==> src/rtl/sync_fifo.sv <==
// rtl/sync_fifo.sv - single-clock FIFO with wr_ready back-pressure and registered read strobe
module sync_fifo #(
  parameter int DATA_WIDTH = 8,
  parameter int FIFO_DEPTH = 8
) (
  input  logic                  clk,
  input  logic                  reset,
  input  logic                  wr_en,
  input  logic [DATA_WIDTH-1:0] wr_data,
  input  logic                  rd_en,
  output logic                  wr_ready,
  output logic                  rd_val,
  output logic [DATA_WIDTH-1:0] rd_data
);

  localparam int PTR_W = $clog2(FIFO_DEPTH);
  localparam int CNT_W = $clog2(FIFO_DEPTH) + 1;
  localparam logic [PTR_W-1:0] LAST_PTR = PTR_W'(FIFO_DEPTH - 1);
  localparam logic [CNT_W-1:0] FULL_CNT = CNT_W'(FIFO_DEPTH);

  logic [DATA_WIDTH-1:0] mem [FIFO_DEPTH];
  logic [PTR_W-1:0]      wr_ptr;
  logic [PTR_W-1:0]      rd_ptr;
  logic [CNT_W-1:0]      count;
  logic                  full;
  logic                  empty;
  logic                  wr_acc;
  logic                  rd_acc;

  assign full     = (count == FULL_CNT);
  assign empty    = (count == '0);
  assign wr_ready = !full;
  assign wr_acc   = wr_en && !full;
  assign rd_acc   = rd_en && !empty;

  // Storage is deliberately left out of reset; occupancy alone defines validity.
  always_ff @(posedge clk) begin
    if (wr_acc) begin
      mem[wr_ptr] <= wr_data;
    end
  end

  always_ff @(posedge clk or posedge reset) begin
    if (reset) begin
      wr_ptr  <= '0;
      rd_ptr  <= '0;
      count   <= '0;
      rd_val  <= 1'b0;
      rd_data <= '0;
    end else begin
      rd_val <= rd_acc;
      if (wr_acc) begin
        wr_ptr <= (wr_ptr == LAST_PTR) ? '0 : wr_ptr + 1'b1;
      end
      if (rd_acc) begin
        rd_data <= mem[rd_ptr];
        rd_ptr  <= (rd_ptr == LAST_PTR) ? '0 : rd_ptr + 1'b1;
      end
      case ({wr_acc, rd_acc})
        2'b10:   count <= count + 1'b1;
        2'b01:   count <= count - 1'b1;
        default: count <= count;
      endcase
    end
  end

endmodule

==> config.mk <==
export PLATFORM = sky130hd
export DESIGN_NAME = sync_fifo
export DESIGN_NICKNAME = d
export VERILOG_FILES = /design/src/rtl/sync_fifo.sv
export SDC_FILE = /design/constraint.sdc
export NUM_CORES = 1
export LEC_CHECK = 0
export CORE_ASPECT_RATIO = 0.7
export CORE_MARGIN = 3
export CORE_UTILIZATION = 58
export CTS_CLUSTER_DIAMETER = 80
export CTS_CLUSTER_SIZE = 30
export DETAILED_ROUTE_END_ITERATION = 8
export HOLD_SLACK_MARGIN = 0.08
export PLACE_DENSITY = 0.76
export SLEW_MARGIN = 10
export SYNTH_ARGS = -nofsm -noshare
export SYNTH_HDL_FRONTEND = slang
export SYNTH_SLANG_ARGS = --single-unit
==> constraint.sdc <==
create_clock -name clk -period 4.75 [get_ports clk]
set_clock_uncertainty 0.05 [all_clocks]
set_input_delay 0.95 -clock clk [delete_from_list [all_inputs] [get_ports clk]]
set_output_delay 0.95 -clock clk [all_outputs]
set_load 0.02 [all_outputs]
Word-level counts from Yosys, hierarchy flattened
Memories as Yosys holds them, arrays and structs flattened. A register that Yosys moved wholly into a read port is not among the register bits.
Index checks and enable logic that the tools add are counted.
{ "word_totals": {"reg_bits": 11, "latch_bits": 0, "ram_bits": 64, "mem_bits_ro": 0, "input_bits": 12, "output_inout_bits": 10, "elab_cells": 25, "n_memories": 1} }
{ "mem_list": {"columns": ["memory", "words", "width", "rd", "rd_ports_with_merged_regs", "wr", "line_no", "text"], "rows": [
  ["mem", 8, 8, 1, 1, 1, "21", "logic [DATA_WIDTH-1:0] mem [FIFO_DEPTH];"]
]} }
{ "op_classes": {"n_addsub": 4, "mul": 0, "n_div": 0, "order_cmp": 0, "n_eq_ne": 5, "shift": 0, "mux": 5, "bitwise_logic": 0, "reduce_logical": 6} }
{ "op_table": {"columns": ["operator", "count"], "rows": [
  ["$pmux W4 S2", 1],
  ["$add A3 B1 Y3 const B", 2],
  ["$eq A3 B3 Y1 const B", 2],
  ["$mux W3", 2],
  ["$add A4 B1 Y4 const B", 1],
  ["$eq A4 B4 Y1 const B", 1],
  ["$logic_not A4 Y1", 1],
  ["$sub A4 B1 Y4 const B", 1],
  ["$eq A2 B1 Y1 const B", 1],
  ["$eq A2 B2 Y1 const B", 1],
  ["$logic_and A1 B1 Y1", 2],
  ["$logic_not A1 Y1", 2],
  ["$mux W1", 2],
  ["$reduce_bool A2 Y1", 1]
]} }

Logic depth before layout (Yosys ltp)
Gate-level depths: netlist (run 1).
{ "logic_depth": {"depth_word": 5, "depth_mapped": 10, "ltp_nobuf": 9} }

Worst setup path before layout (run 1)
OpenSTA, ideal clock, no wires.
{ "synth_path": {"path_kind": "in2reg", "startpoint": "input rd_en", "endpoint": "register count[3]", "setup_time_ns": 0.126, "arrival_ns": 2.641, "required_ns": 4.574, "path_slack_ns": 1.933, "cell_stages": 9, "n_path_buf": 1, "cell_sequence": "o21ai_2 -> buf_4 -> inv_1 -> ha_1 -> ha_1 -> a21o_1 -> a2111oi_2 -> a41oi_1 -> a221o_1"} }
{ "synth_between": {"elab_chain_len": 3, "word_cells_on_any_way": 5, "cone_classes": "eq/ne (2); mux (1); reduce/logical (2)"} }
{ "synth_rtl": {"columns": ["item", "line_no", "text"], "rows": [
  ["from (decl)", "10", "input logic rd_en,"],
  ["$logic_and A1 B1 Y1 (*)", "34", "assign rd_acc = rd_en && !empty;"],
  ["net rd_acc", "28", "logic rd_acc;"],
  ["$eq A2 B1 Y1 or $eq A2 B2 Y1 (tied branches)", "59", "case ({wr_acc, rd_acc})"],
  ["$pmux W4 S2 or $reduce_bool A2 Y1 (tied branches)", null, null],
  ["to (signal assigned)", "60", "2'b10: count <= count + 1'b1;"],
  ["to (signal assigned)", "61", "2'b01: count <= count - 1'b1;"],
  ["to (signal assigned)", "62", "default: count <= count;"],
  ["to (decl)", "24", "logic [CNT_W-1:0] count;"]
]} }
The timed path passes the listed nets; every way through them passes the cells marked *.
A chain may end at the register's enable or synchronous reset.

Worst setup path in the final report (run 1)
{ "layout_path": {"startpoint": "register count[0]", "endpoint": "register count[3]"} }
{ "layout_between": {"elab_chain_len": 5, "word_cells_on_any_way": 12, "cone_classes": "add/sub (2); eq/ne (3); mux (1); reduce/logical (6)"} }
{ "layout_rtl": {"columns": ["item", "line_no", "text"], "rows": [
  ["$logic_not A4 Y1 (*)", "31", "assign empty = (count == '0);"],
  ["$logic_not A1 Y1 (*)", "34", null],
  ["$logic_and A1 B1 Y1 (*)", "34", null],
  ["net rd_acc", "28", null],
  ["$eq A2 B1 Y1 or $eq A2 B2 Y1 (tied branches)", "59", null],
  ["$pmux W4 S2 or $reduce_bool A2 Y1 (tied branches)", null, null]
]} }
Marks and branches as above.

==> results.md, run 1 <==
* Most frequent cells in the layout: edfxtp_1 (64), clkdlybuf4s50_1 (21), dfrtp_1 (19), mux2i_1 (17), mux2_2 (17)
* Post-CTS Repair Setup Buffers at 0
* IO Count at 22
* Crit path cell chain: or3_4 > o21ai_2 > inv_1 > ha_1 > ha_1 > a21o_1 > a2111oi_2 > a41oi_1 > a221o_1
* Die width at 98.4 um
* Clock power share at 0.198
* Placed inst area at 3720 um^2
* Starting density of the core at 0.630
* Sw Pwr at 803 uW
* Max-cap violations at 0
* Per-cell routed wire length at 19.6 um
* DRC Markers at 0
* CTS tree: built
* CP dominant cell by count: ha_1
* Finished Cell Area at 3920 um^2
* Mapped Area at 3470 um^2
* Leakage at 1.44 nW
* Net Count, Synth at 235
* Pwr/cell area at 607 nW/um^2
* Post-Syn Instances at 215
* Vias per Instance at 5.90
* Vias in the first global route at 1936
* H-tree depth reported by CTS at 3
* Crit Path Max Fanout at 22
* Clock Latency Late Sink at 0.34 ns
* Clock-pin slew on the worst setup and hold paths at 0.07 ns
* Sequential share of power at 0.439
* Post_cts resized at 0
* Setup Viol. Count Final at 0
* Worst hold path type: reg -> reg
* Total GRT Usage at 0.198
* Synth warnings at 0
* Clock sinks at 83
* Crit. End Element: flip-flop
* Final critical-path share of the clock period at 0.722
* Nets@finish at 265
* Die Span Y at 70.7 um
* Reg2Reg Setup Slack at 1.32 ns
* Slowest CP cell: o21ai_2
* Diode count at 0
* Most common cell after layout, fill and taps aside: edfxtp_1
* Vias at 1899
* RR Startpoint: count[0]
* Hold_sp: rd_data[3]
* Logic pwr share at 0.364
* Worst slew margin at 0.411
* CP required at 4.92 ns
* Status: finished clean
* Cells on worst reg2reg path at 9
* Sequential area share after synthesis at 0.691
* Endpoints failing hold at 0
* Largest net degree at the start of global routing at 36
* DR iter-0 viols at 187
* Number of port buffers at 21
* Cell variety after synth at 36
* Hold Buf Count CTS at 0
* Setup TNS at 0 ns
* CP Class: reg -> reg
* Router iterations before antenna repair at 4
* Sw frac at 0.338
* Yosys reg bits at 83
* Maximum vdd drop at 0.391 mV
* Initial antenna violation count at 0
* Post-Route WL at 6310 um
* Int Power at 1.57 mW
* Final Max Tran Viols at 0
* Area Overhead vs Synth at 12.9%
* Tightest Pin Transition at 0.880 ns
* Util after Layout at 0.711
* FMAX at 291 MHz
* Core ar. at 5510 um^2
* Hold Path Cell Cnt at 2
* Syn_area_per_cell at 16.1 um^2
* End of the worst register-to-register path: count[3]
* Min Tclk post-route at 3.43 ns
* Arrival @ worst endpoint at 3.60 ns
* Final GP Congestion at 0.761
* Crit path largest cell delay at 0.62 ns
* Cell Rows at 22
* Detailed placement HPWL at 4330 um
* GRT overflow at 0
* Die ar. at 6960 um^2
* Layout cells sized above 1 at 0.172
* Count of antenna-violating nets left after detailed routing at 0
* First-pass GRT wire length at 10100 um
* Hold Path Sink: rd_data[3]
* Unrepaired setup endpoints after global routing: no
* Cts bufs inserted at 9
* Clk Tree Root Cell: clkbuf_8
* Clock buffer depth at 2
* CP Launch Type: flip-flop
power by group through the flow:
| stage | clock, mW | combinational [mW] | sequential, mW |
|---|---|---|---|
| after floorplan | 0 | 0.609 | 1.08 |
| after CTS | 0.478 | 0.867 | 1.04 |
| after detailed placement | 0 | 0.862 | 1.06 |
| final | 0.469 | 0.864 | 1.04 |
| after global routing | 0.517 | 0.943 | 1.06 |
| after global placement | 0 | 0.816 | 1.04 |
sequential cells by signal, indices dropped and copies added (netlist names):
name	flops
rd_data	8
rd_ptr	3
mem	64
count	4
rd_val	1
wr_ptr	3
cell type report:
type	instances	area, um^2
tap	72	90.1
fill	358	1590
clock inverter	3	21.3
inverter	7	26.3
clock buffer	13	170
multi-input combinational	117	955
timing repair buffer	27	255
sequential	83	2400
Yosys cell counts:
| cell | count | area [um^2] |
|---|---|---|
| o21ai_2 | 2 | 17.5 |
| mux2_4 | 1 | 15.0 |
| mux2i_1 | 17 | 170 |
| xnor2_1 | 1 | 8.76 |
| clkbuf_1 | 1 | 3.75 |
| nor2_1 | 4 | 15.0 |
| a21o_1 | 3 | 22.5 |
| nor3_1 | 7 | 35.0 |
| nand2_1 | 13 | 48.8 |
| a31oi_1 | 1 | 6.26 |
| buf_4 | 2 | 15.0 |
| fa_1 | 1 | 20.0 |
| buf_6 | 1 | 11.3 |
| a41oi_1 | 1 | 8.76 |
| or3_4 | 1 | 11.3 |
| nor2b_1 | 1 | 6.26 |
| dfrtp_1 | 19 | 475 |
| a221o_1 | 9 | 90.1 |
| ha_1 | 7 | 87.6 |
| o22ai_1 | 8 | 50.1 |
| inv_1 | 7 | 26.3 |
| edfxtp_1 | 64 | 1920 |
| buf_8 | 1 | 15.0 |
| o21ai_1 | 7 | 35.0 |
| or2_1 | 1 | 6.26 |
| nand2b_1 | 5 | 31.3 |
| mux2_2 | 17 | 191 |
| a21oi_1 | 1 | 5.00 |
| buf_1 | 1 | 3.75 |
| xor2_1 | 1 | 8.76 |
| nand3_1 | 1 | 5.00 |
| o21ai_0 | 3 | 15.0 |
| o21ai_4 | 1 | 16.3 |
| a2111oi_2 | 1 | 15.0 |
| buf_12 | 2 | 40.0 |
| nor4_1 | 2 | 12.5 |
routing by layer:
| layer | wire, um | vias up | track usage |
|---|---|---|---|
| li1 | - | 893 | - |
| met1 | 2720 | 948 | 0.252 |
| met2 | 3200 | 54 | 0.328 |
| met3 | 358 | 4 | 0.0621 |
| met4 | 28 | 0 | 0.0667 |
| met5 | 0 | - | 0 |
cell families (layout without fill, tap and decap cells):
group / after synthesis / count (layout) / synth area share
adder cells (fa/ha/maj): 8 / 8 / 0.0310
flip-flops: 83 / 83 / 0.691
XOR/XNOR: 2 / 2 / 0.00505
buffers and inverters: 15 / 50 / 0.0332
AO/OA/AOI/OAI: 37 / 37 / 0.0812
multiplexers: 35 / 35 / 0.109
AND/OR/NAND/NOR: 35 / 35 / 0.0494
worst max path at each step:
| stage | depth (start not counted) | slack (ns) | startpoint | endpoint |
|---|---|---|---|---|
| after floorplan | 9 | 1.93 | rd_en | count[3] |
| after global placement | 9 | 1.30 | rd_en | count[3] |
| after detailed placement | 9 | 1.16 | rd_en | count[3] |
| after CTS | 9 | 1.33 | count[0] | count[3] |
| after global routing | 9 | 1.03 | count[0] | count[3] |
| final | 9 | 1.32 | count[0] | count[3] |
critical path: cells and delay by family (launching register included):
| kind | cells | cell delay, ns |
|---|---|---|
| AO/OA/AOI/OAI | 5 | 1.62 |
| adder cells (fa/ha/maj) | 2 | 0.60 |
| buffers and inverters | 1 | 0.16 |
| flip-flops | 1 | 0.43 |
| AND/OR/NAND/NOR | 1 | 0.44 |
stage by stage:
step / setup WS, ns / power (mW) / hold WS, ns / cells
final: 1.32 / 2.38 / 0.442 / 322
after global routing: 1.03 / 2.52 / 0.491 / 322
after CTS: 1.33 / 2.39 / 0.450 / 322
after detailed placement: 1.16 / 1.92 / 0.432 / 306
after global placement: 1.30 / 1.86 / 0.418 / 306
after floorplan: 1.93 / 1.69 / 0.432 / 215
(Power assumes the default switching activity.)
==> run 2, diff against run 1 <==
==> constraint.sdc (replaced) <==
create_clock -name clk -period 3.6 [get_ports clk]
set_clock_uncertainty 0.05 [all_clocks]
set_input_delay 0.72 -clock clk [delete_from_list [all_inputs] [get_ports clk]]
set_output_delay 0.72 -clock clk [all_outputs]
set_load 0.02 [all_outputs]
==> run 2 against run 1 <==
  * Critical path depth decreased by 1
  * Register-to-register slack got worse by 0.52 ns
  * Cell area increased by 1.0%
  * Combinational power increased by 32%
  * Utilization increased by 0.73 points
  * Highest routed layer unchanged
==> results.md, run 2 (synthesis results as in run 1) <==
* CP Launch Type: flip-flop
* Pwr/cell area at 818 nW/um^2
* Post_cts resized at 0
* Crit path largest cell delay at 0.45 ns
* First-pass GRT wire length at 10500 um
* Hold Buf Count CTS at 0
* Post-route setup slack at 0.800 ns
* Final GP Congestion at 0.756
* Vias per Instance at 5.94
* Starting density of the core at 0.630
* CTS tree: built
* Cell Rows at 22
* Post-Route WL at 6490 um
* Die width at 98.4 um
* Top reg by flops: mem
* DR iter-0 viols at 141
* Per-cell routed wire length at 20.1 um
* Crit. End Element: flip-flop
* Most frequent cells in the layout: edfxtp_1 (64), clkdlybuf4s50_1 (21), dfrtp_1 (19), mux2i_1 (17), mux2_2 (17)
* Die ar. at 6960 um^2
* Crit Path Max Fanout at 10
* Initial antenna violation count at 0
* Post-CTS Repair Setup Buffers at 0
* DRC Markers at 0
* Vias at 1918
* Min Tclk post-route at 2.80 ns
* Final critical-path share of the clock period at 0.778
* Cts bufs inserted at 9
* Die Span Y at 70.7 um
* Clock buffer depth at 2
* Maximum vdd drop at 0.452 mV
* IO Count at 22
* Arrival @ worst endpoint at 2.98 ns
* Largest register FFs at 64
* Largest net degree at the start of global routing at 36
* Count of antenna-violating nets left after detailed routing at 0
* FMAX at 357 MHz
* Vias in the first global route at 1993
* Max-cap violations at 0
* Top flop regs: mem x64, rd_data x8, count x4
* Area Overhead vs Synth at 14.1%
* CP Class: reg -> reg
* Setup Viol. Count Final at 0
* Hold_sp: rd_data[7]
* Crit path cell chain: or3_4 > o21ai_4 > ha_1 > ha_1 > a21o_1 > a2111oi_2 > a41oi_1 > a221o_1
* RR Startpoint: count[0]
* Dpl ws at 0.532 ns
* CP required at 3.78 ns
* Total GRT Usage at 0.200
* Diode count at 0
* Unrepaired setup endpoints after global routing: no
* Clock Latency Late Sink at 0.35 ns
* Setup TNS at 0 ns
* Final Max Tran Viols at 0
* Layout cells sized above 1 at 0.175
* Clock-pin slew on the worst setup and hold paths at 0.08 ns
* CP dominant cell by count: ha_1
* Slowest CP cell: or3_4
* Most common cell after layout, fill and taps aside: edfxtp_1
* Clk Tree Root Cell: clkbuf_8
* Crit path max-delay family: compound AO/OA/AOI/OAI gates
* Endpoints failing hold at 0
* Status: finished clean
* Worst hold path type: reg -> reg
* Detailed placement HPWL at 4250 um
* Filler cells at 351
* Router iterations before antenna repair at 4
* Core ar. at 5510 um^2
* Tightest Pin Transition at 0.886 ns
* Buf+Inv Stages, Crit Path at 0
* Leakage at 1.46 nW
* CP startpoint: count[0]
* Worst slew margin at 0.407
* Nets@finish at 266
* Number of port buffers at 21
* Clock sinks at 83
* GRT overflow at 0
* H-tree depth reported by CTS at 3
[run 2: cell count changes in the layout (fill, tap and decap cells not counted)]
cell,previous run,this run
buf_4,6,7
bufinv_16,0,1
clkbuf_16,1,2
clkbuf_8,10,9
clkinv_4,1,0
[run 2: through the flow]
stage               hold slack (ns)  total power, mW   util  cell area, um^2  cells
finish                        0.443             3.24  0.718             3960    323
CTS                           0.447             3.25  0.718             3960    323
floorplan                     0.432             2.23      -             3470    215
global route                  0.486             3.41  0.718             3960    323
detailed placement            0.429             2.53  0.678             3730    307
global placement              0.417             2.45  0.678             3730    307
[run 2: area by class of cell]
cell class / instances / area [um^2] / area share
clock inverters: 3 / 42.5 / 0.0108
repair buffers: 28 / 263 / 0.0664
clock buffers: 13 / 181 / 0.0459
multi-input cells: 117 / 955 / 0.241
inverters: 7 / 26.3 / 0.00664
well taps: 72 / 90.1 / 0.0228
flip-flops and latches: 83 / 2400 / 0.606
[run 2: report_power, final]
group / internal [mW] / switching [mW]
clock: 0.404 / 0.319
combinational: 0.513 / 0.623
sequential: 1.25 / 0.126
total: 2.17 / 1.07
[run 2: metal layers]
layer	GRT usage	up-vias	part of all wire	routed length (um)
met5	0	-	0	0
met3	0.0611	2	0.064	413
met1	0.264	957	0.43	2780
met2	0.328	67	0.50	3270
met4	0.0545	0	0.0037	24
li1	-	892	-	-
[run 2: tightest hold or removal path: stages (launching register included)]
cell and delay, ns:
dfrtp_1 0.35, nand2_1 0.05, o21ai_1 0.06
[run 2: path summary, 6_finish.rpt]
| kind | slack, ns | endpoint | depth (start not counted) |
|---|---|---|---|
| min | 0.44 | rd_data[7] | 2 |
| max reg2reg | 0.80 | count[3] | 8 |
| max | 0.80 | count[3] | 8 |
| min in group asynchronous | 0.76 | rd_ptr[1] | 2 |
| min reg2reg | 0.44 | rd_data[7] | 2 |
| max in group asynchronous | 2.25 | rd_val | 2 |
